===== src/rtl/xadc_drp_responder.sv =====
// -----------------------------------------------------------------------------
// xadc_drp_responder
//
// Behavioural stand-in for the XADC hard macro, for simulation and for builds
// without an XADC. Pin-compatible with the xadc_wiz_0 DRP/EOC ports.
//
// Contents:
//   - 128 x 16 DRP register space.
//     * 0x00-0x3F: read-only status. Only 0x10-0x1F (the VAUX results) are
//       stored; the other status addresses read as 0.
//     * 0x40-0x7F: read/write config.
//     * 0x49: VAUX enable mask for the sequencer.
//   - Conversion sequencer. It visits the enabled VAUX channels round-robin.
//     For each one it latches sample_data into status[0x10+idx] and then
//     pulses eoc_out.
//
// Parameters:
//   READ_LAT     : clocks from the den_in cycle to drdy_out (1..8)
//   CONV_CYCLES  : clocks per conversion, i.e. the busy_out window (>= 2)
//   SEQ_MASK_RST : reset value of the enable mask (reg 0x49)
//
// Ports:
//   CLK100MHZ, rstn         clock, asynchronous active-low reset
//   daddr_in/den_in/dwe_in/di_in   DRP request
//   do_out/drdy_out         DRP response; do_out holds until the next drdy
//   busy_out, eoc_out       conversion window, end-of-conversion pulse
//   channel_out             0x10 + index of the last completed conversion
//   req_ch                  VAUX index currently being converted
//   sample_data             analog stand-in, sampled on the last conversion
//                           clock
//   err_out                 sticky protocol error
//
// Optional feature (macro DRP_ERR_CHECK_EN):
//   err_out sets on den_in while a transaction is in flight, or on a write to
//   status space. With the macro undefined, err_out is tied to 0.
// -----------------------------------------------------------------------------
module xadc_drp_responder #(
    parameter int          READ_LAT     = 2,
    parameter int          CONV_CYCLES  = 26,
    parameter logic [15:0] SEQ_MASK_RST = 16'hC0C0
) (
    input  logic        CLK100MHZ,
    input  logic        rstn,
    input  logic [6:0]  daddr_in,
    input  logic        den_in,
    input  logic        dwe_in,
    input  logic [15:0] di_in,
    output logic [15:0] do_out,
    output logic        drdy_out,
    output logic        busy_out,
    output logic        eoc_out,
    output logic [4:0]  channel_out,
    output logic [3:0]  req_ch,
    input  logic [15:0] sample_data,
    output logic        err_out
);

    localparam int LAT_W = $clog2(READ_LAT + 1);
    localparam int CNT_W = (CONV_CYCLES > 2) ? $clog2(CONV_CYCLES) : 1;

    typedef enum logic [1:0] {S_IDLE, S_CONV, S_EOC} seq_state_t;

    // First enabled index strictly after cur, wrapping 15->0. If cur is the
    // only enabled bit, the scan comes back around to cur itself.
    function automatic logic [3:0] next_enabled(input logic [3:0] cur,
                                                input logic [15:0] mask);
        logic [3:0] sel;
        logic [3:0] idx;
        logic       found;
        sel   = cur;
        found = 1'b0;
        for (int i = 1; i <= 16; i++) begin
            idx = cur + 4'(i);
            if (!found && mask[idx]) begin
                sel   = idx;
                found = 1'b1;
            end
        end
        return sel;
    endfunction

    // ---------------------------------------------------------------- storage
    logic [15:0] stat_q [16];   // status 0x10-0x1F
    logic [15:0] cfg_q  [64];   // config 0x40-0x7F
    logic [15:0] seq_mask;

    assign seq_mask = cfg_q[6'h09];

    // -------------------------------------------------------------------- DRP
    logic [LAT_W-1:0] lat_cnt;
    logic [15:0]      rd_capt;
    logic [15:0]      rd_data;
    logic             in_flight;
    logic             accept;
    logic             cfg_wr;

    assign in_flight = (lat_cnt != '0);
    assign accept    = den_in && !in_flight;
    assign cfg_wr    = accept && dwe_in && daddr_in[6];

    always_comb begin
        rd_data = 16'h0000;
        if (!dwe_in) begin
            if (daddr_in[6])
                rd_data = cfg_q[daddr_in[5:0]];
            else if (daddr_in[5:4] == 2'b01)
                rd_data = stat_q[daddr_in[3:0]];
        end
    end

    // Read data is frozen on the den cycle, so a result written by the
    // sequencer on that same edge is not seen: the read returns the old value.
    always_ff @(posedge CLK100MHZ or negedge rstn) begin
        if (!rstn) begin
            lat_cnt  <= '0;
            rd_capt  <= '0;
            drdy_out <= 1'b0;
            do_out   <= '0;
        end else begin
            drdy_out <= 1'b0;
            if (accept) begin
                if (READ_LAT == 1) begin
                    drdy_out <= 1'b1;
                    do_out   <= rd_data;
                end else begin
                    lat_cnt <= LAT_W'(READ_LAT - 1);
                    rd_capt <= rd_data;
                end
            end else if (in_flight) begin
                lat_cnt <= lat_cnt - LAT_W'(1);
                if (lat_cnt == LAT_W'(1)) begin
                    drdy_out <= 1'b1;
                    do_out   <= rd_capt;
                end
            end
        end
    end

    // -------------------------------------------------------------- sequencer
    seq_state_t       state, state_nxt;
    logic [CNT_W-1:0] conv_cnt;
    logic [3:0]       cur_idx;
    logic [3:0]       sel_idx;
    logic             conv_last;
    logic             load_idx;
    logic             res_wr;

    assign conv_last = (conv_cnt == CNT_W'(CONV_CYCLES - 1));
    assign sel_idx   = next_enabled(cur_idx, seq_mask);
    assign res_wr    = (state == S_CONV) && conv_last;

    always_ff @(posedge CLK100MHZ or negedge rstn) begin
        if (!rstn) state <= S_IDLE;
        else       state <= state_nxt;
    end

    always_comb begin
        state_nxt = state;
        busy_out  = 1'b0;
        eoc_out   = 1'b0;
        load_idx  = 1'b0;
        case (state)
            S_IDLE: begin
                if (seq_mask != 16'h0000) begin
                    load_idx  = 1'b1;
                    state_nxt = S_CONV;
                end
            end
            S_CONV: begin
                busy_out = 1'b1;
                if (conv_last) state_nxt = S_EOC;
            end
            S_EOC: begin
                eoc_out = 1'b1;
                if (seq_mask != 16'h0000) begin
                    load_idx  = 1'b1;
                    state_nxt = S_CONV;
                end else begin
                    state_nxt = S_IDLE;
                end
            end
            default: state_nxt = S_IDLE;
        endcase
    end

    // cur_idx and req_ch carry the same value once the first channel has been
    // picked. They are kept separate because the scan must start after index
    // 15, while every output must still read 0 out of reset.
    always_ff @(posedge CLK100MHZ or negedge rstn) begin
        if (!rstn) begin
            conv_cnt    <= '0;
            cur_idx     <= 4'hF;
            req_ch      <= 4'h0;
            channel_out <= 5'h00;
        end else begin
            if (load_idx) begin
                cur_idx  <= sel_idx;
                req_ch   <= sel_idx;
                conv_cnt <= '0;
            end else if ((state == S_CONV) && !conv_last) begin
                conv_cnt <= conv_cnt + CNT_W'(1);
            end
            if (res_wr) channel_out <= {1'b1, req_ch};
        end
    end

    // --------------------------------------------------------- register file
    // The result lands on the edge entering S_EOC, so a read strobed by
    // eoc_out already sees it.
    always_ff @(posedge CLK100MHZ or negedge rstn) begin
        if (!rstn) begin
            for (int i = 0; i < 16; i++) stat_q[i] <= 16'h0000;
            for (int i = 0; i < 64; i++) cfg_q[i]  <= (i == 9) ? SEQ_MASK_RST : 16'h0000;
        end else begin
            if (cfg_wr) cfg_q[daddr_in[5:0]] <= di_in;
            if (res_wr) stat_q[req_ch]       <= sample_data;
        end
    end

    // ------------------------------------------------------------- err_out
`ifdef DRP_ERR_CHECK_EN
    always_ff @(posedge CLK100MHZ or negedge rstn) begin
        if (!rstn)
            err_out <= 1'b0;
        else if ((den_in && in_flight) || (accept && dwe_in && !daddr_in[6]))
            err_out <= 1'b1;
    end
`else
    assign err_out = 1'b0;
`endif

endmodule


===== config.mk =====
export PLATFORM = sky130hd
export DESIGN_NAME = xadc_drp_responder
export DESIGN_NICKNAME = d
export VERILOG_FILES = /design/src/rtl/xadc_drp_responder.sv
export SDC_FILE = /design/constraint.sdc
export NUM_CORES = 2
export LEC_CHECK = 0
export ABC_AREA = 1
export CAP_MARGIN = 40
export CORE_MARGIN = 5
export CORE_UTILIZATION = 55
export CTS_CLUSTER_DIAMETER = 50
export DETAILED_ROUTE_END_ITERATION = 10
export PLACE_DENSITY = 0.71
export SLEW_MARGIN = 20
export SYNTH_ARGS = -nofsm -noshare
export SYNTH_HDL_FRONTEND = slang
export SYNTH_SLANG_ARGS = --single-unit

===== constraint.sdc =====
create_clock -name CLK100MHZ -period 6.5 [get_ports CLK100MHZ]
set_input_delay 0.975 -clock CLK100MHZ [delete_from_list [all_inputs] [get_ports CLK100MHZ]]
set_output_delay 0.975 -clock CLK100MHZ [all_outputs]
set_load 0.02 [all_outputs]

==> impl_table.tex <==
\begin{tabular}{lr}
\hline
Metric & Value \\
\hline
\multicolumn{2}{l}{\textbf{Status}} \\
Result of the run & complete, no violations \\
\multicolumn{2}{l}{\textbf{Worst setup path}} \\
Critical path start-end classification & reg -> reg \\
Max FO, Critical Path & 17 \\
Reg2reg setup slack & 2.06 ns \\
Data arrival time at the worst-slack endpoint & $\sim$5.1 ns \\
Worst endpoint required time & 7.17 ns \\
R2r worst-path depth & 25 \\
Kind of end point of the critical path & flop \\
Type of origin of the critical path & flop \\
Worst reg2reg endpoint & cur\_idx[2] \\
Reg-to-reg startpoint & cur\_idx[1] \\
\multicolumn{2}{l}{\textbf{Yosys}} \\
Post-Synthesis Net Count & roughly 6300 \\
Post-synthesis instance total & about 6300 \\
Simple-gate share of the synthesized area & between 10\% and 20\% \\
Post-synthesis cell area & approximately 0.057 mm2 \\
Proportion of synthesized area in mux cells & 0\% \\
Flops \& latches, synth & between 1000 and 1500 \\
Asr flop ratio synth & 100.0\% \\
Largest family of logic cells by synthesized area & compound AO/OA/AOI/OAI gates \\
Xor/xnor cell area share of the yosys netlist & 0.2112\% \\
Count of flip-flops with a built-in enable after synthesis & 0 \\
Mean cell area of the mapped netlist & around 9.1 um2 \\
Area fraction in compound gates after synthesis & approximately a fifth \\
Ys flop type & dfrtp\_1 \\
Fraction of the mapped netlist area in adder cells & less than 1\% \\
Register area share after synthesis & 58.77\% \\
Synthesis Warnings & 0 \\
Number of unique standard cell types used by synthesis & 46 \\
\multicolumn{2}{l}{\textbf{Job}} \\
Number of max-cap violations & 0 \\
\multicolumn{2}{l}{\textbf{Placed design}} \\
Routability cong. & 0.9119 \\
Final HPWL from detailed placement & 102000 um \\
Placement Cell Area & 0.05922 mm2 \\
Count of input and output buffers & 70 \\
\multicolumn{2}{l}{\textbf{STA}} \\
Slew at the pin closest to its max-slew limit & $\sim$1.1 ns \\
Slew Viols, Final & 0 \\
Relative slew slack & around 30\% \\
Clock tree skew after final layout & just over 0.03 ns \\
Peak clock frequency supported by timing & between 200 and 250 MHz \\
Endpoints failing setup & 0 \\
Sum of negative setup slack & 0 ns \\
Final Hold Violating Endpoints & 0 \\
RSZ-0062 raised after global routing & no \\
Crit share post-route & between 60\% and 70\% \\
Minimum clock period & 4.435 ns \\
\multicolumn{2}{l}{\textbf{Detailed routing}} \\
Initial drt markers & between 5000 and 6000 \\
Post-route antenna net violation count & 0 \\
Via count & around 47000 \\
Number of remaining DRC errors & 0 \\
DR pass1 iterations & 6 \\
Average wire per cell in the routed design & 22.49 um \\
Number of vias per cell & roughly 6 \\
Routed wire length & around 170000 um \\
\multicolumn{2}{l}{\textbf{Global routing}} \\
Via count of the first global-routing pass & about 46000 \\
Global-route wire length before repair & $\sim$270000 um \\
Pin count of the biggest net entering global routing & $\sim$170 \\
Global-route usage over all layers & between 30\% and 40\% \\
Number of antenna violations at the first check in global routing & 4 \\
GRT Residual Overflow & 0 \\
\multicolumn{2}{l}{\textbf{Cells and area}} \\
Number of nets in the finished design & 6200 \\
Synth-to-Final Area Change & 12.83\% \\
Share of final-layout standard cells stronger than drive strength 1 & 7.529\% \\
Final design area excluding fillers & approximately 0.064 mm2 \\
\multicolumn{2}{l}{\textbf{Pwr}} \\
Reported net switching power & around 5.7 mW \\
Relative contribution of combinational cells to total power & between 10\% and 20\% \\
Part of the power in registers & around 45\% \\
Share of total power in the clock network & 41.1\% \\
P per Cell Area & 316.7 mW/mm2 \\
Internal Dissipation & roughly 15 mW \\
Switching Fraction & 27.93\% \\
Leakage & just under 30 nW \\
Largest voltage drop on the vdd net & 0.2321 mV \\
\multicolumn{2}{l}{\textbf{Floorplan}} \\
Core area & slightly above 0.1 mm2 \\
Rows & roughly 120 \\
Boundary Pins & $\sim$70 \\
Horizontal extent of the die & 331.5 um \\
Die span in y & about 330 um \\
Die area & about 0.11 mm2 \\
Initial core utilization & 55.17\% \\
\multicolumn{2}{l}{\textbf{Clock tree}} \\
Clk Tree Root Cell & clkbuf\_16 \\
Sink Count & 1335 \\
Clock edge transition at the registers on the reported setup and hold paths & about 0.050 ns \\
Maximum number of buffers from clock root to sink & 3 \\
Number of gates resized after CTS & 0 \\
Number of buffers added by the clock tree synthesis step & between 100 and 150 \\
Post-cts hold buffer count & 0 \\
Post-CTS setup repair buffer count & 0 \\
Clock tree from TritonCTS & built \\
Number of levels the H-tree was split into & 4 \\
Clock insertion delay at the later pin of the skew report & 0.75 ns \\
\multicolumn{2}{l}{\textbf{Min path}} \\
Min-delay worst type & in -> async \\
\hline
\end{tabular}
-- state kept, by name, summed over array words and instances, names as in the netlist --
register / cells
drdy_out: 1
state: 2
do_out: 16
stat_q: 256
channel_out: 5
req_ch: 4
cfg_q: 1008
lat_cnt: 2
cur_idx: 4
rd_capt: 16
conv_cnt: 5
seq_mask: 16
-- how the worst max path moves through the flow --
stage | from | slack, ns | to | cells after the start
after CTS | cur_idx[1] | 2.12 | cur_idx[0] | 24
final | cur_idx[1] | 2.06 | cur_idx[2] | 25
after global routing | cur_idx[1] | 1.65 | req_ch[3] | 28
after global placement | daddr_in[0] | 1.76 | cfg_q[384] | 8
after detailed placement | daddr_in[0] | 1.87 | rd_capt[0] | 12
after floorplan | cur_idx[1] | 3.15 | req_ch[1] | 27
-- cell type report --
cell class                      count  area, um2
Inverter                          136      513.0
Sequential cell                  1335      33420
Clock buffer                      208       4198
Antenna cell                        2      5.005
Multi-Input combinational cell   4279      21010
Tap cell                         1380       1727
Timing Repair Buffer              251       2648
Clock inverter                     47      639.4
Fill cell                        8692      38900
-- kinds of logic after synthesis --
| logic type | count (synthesis) |
|---|---|
| AND/OR/NAND/NOR | 2367 |
| buffers and inverters | 666 |
| XOR/XNOR | 12 |
| other | 1 |
| flip-flops | 1335 |
| adder cells (fa/ha/maj) | 10 |
| AO/OA/AOI/OAI | 1889 |
-- power by group through the flow --
stage	combinational, mW	sequential (mW)	clock, mW
after floorplan	1.88	9.18	0
after global placement	2.73	9.26	0
after detailed placement	2.79	9.27	0
after CTS	2.80	9.13	8.46
after global routing	3.19	9.19	8.80
final	2.82	9.14	8.36
-- stage by stage --
stage                     utilization (%)  hold WS [ns]  cells  setup slack [ns]  total power, mW
after CTS                           62.15        0.3040   7628             2.125            20.39
final                               62.25        0.2592   7638             2.065            20.32
after global routing                62.25        0.3105   7636             1.650            21.18
after floorplan                         -        0.4494   6280             3.150            11.06
after detailed placement            57.46        0.4619   7373             1.866            12.06
after global placement              56.92        0.4549   7339             1.758            11.98
-- cell usage in the layout (no fill, tap or decap), types with 10 or more instances in the layout --
| cell type | netlist | routed |
|---|---|---|
| nand2_1 | 2022 | 2020 |
| dfrtp_1 | 1327 | 1327 |
| o21ai_0 | 1322 | 1322 |
| a22oi_1 | 203 | 203 |
| a221oi_1 | 186 | 186 |
| nand4_1 | 151 | 151 |
| clkbuf_16 | 0 | 147 |
| buf_4 | 3 | 125 |
| a22o_1 | 119 | 119 |
| nand3_1 | 111 | 111 |
| inv_1 | 109 | 109 |
| clkdlybuf4s50_1 | 0 | 69 |
| nor2_1 | 42 | 40 |
| a21oi_1 | 35 | 35 |
| clkbuf_1 | 474 | 32 |
| clkbuf_8 | 0 | 29 |
| buf_12 | 0 | 22 |
| inv_2 | 6 | 21 |
| buf_8 | 0 | 21 |
| clkinv_2 | 0 | 16 |
| nor3_2 | 1 | 15 |
| bufinv_16 | 0 | 11 |
| ha_1 | 10 | 10 |
| inv_6 | 0 | 10 |
-- cells in the mapped netlist (2+ instances only) --
| library cell | number | area (um2) |
|---|---|---|
| dfstp_2 | 8 | 210.2 |
| o22ai_1 | 3 | 18.77 |
| inv_2 | 6 | 22.52 |
| inv_1 | 109 | 409.1 |
| nand2_2 | 6 | 37.54 |
| buf_1 | 43 | 161.4 |
| a21oi_1 | 35 | 175.2 |
| buf_2 | 9 | 45.04 |
| clkinv_1 | 21 | 78.83 |
| nand4_1 | 151 | 944.7 |
| xor2_1 | 9 | 78.83 |
| a221oi_1 | 186 | 1629 |
| nor3_1 | 22 | 110.1 |
| nor2_1 | 42 | 157.7 |
| nand2_1 | 2022 | 7590 |
| nor4_1 | 3 | 18.77 |
| a41oi_1 | 2 | 17.52 |
| o2bb2ai_1 | 6 | 52.55 |
| a31oi_1 | 3 | 18.77 |
| clkbuf_1 | 474 | 1779 |
| dfrtp_1 | 1327 | 33210 |
| buf_4 | 3 | 22.52 |
| nor2_4 | 2 | 22.52 |
| a22oi_1 | 203 | 1524 |
| o21ai_1 | 5 | 25.02 |
| a22o_1 | 119 | 1042 |
| nand3_1 | 111 | 555.5 |
| o21ai_0 | 1322 | 6616 |
| nor2_2 | 2 | 12.51 |
| ha_1 | 10 | 125.1 |
-- critical path: stages, from the launching register on --
cell      delay (ns)
dfstp_2         0.79
inv_1           0.36
ha_1            0.55
inv_2           0.31
nand3_1         0.18
nand3_1         0.12
nand2_1         0.08
nand2_1         0.10
nand2_2         0.10
nor2_4          0.16
nand4_2         0.14
nor2_2          0.15
nand2_1         0.08
inv_2           0.08
nand2_2         0.06
nor2_4          0.13
nand3_2         0.09
nor2_2          0.15
nand2_1         0.15
clkinv_1        0.10
a21oi_1         0.06
nand2_1         0.10
nand3_1         0.06
nand2_1         0.09
nand2_1         0.09
nand2_1         0.09
-- metal layers --
metal  up-vias  global-route usage (%)  share of wire, %
li1      21230                       -                 -
met3       439                   6.732               9.3
met4         2                   13.40               4.6
met2      2242                   47.92                45
met5         -                       0            0.0076
met1     22875                   42.87                41
(Power assumes the default switching activity.)
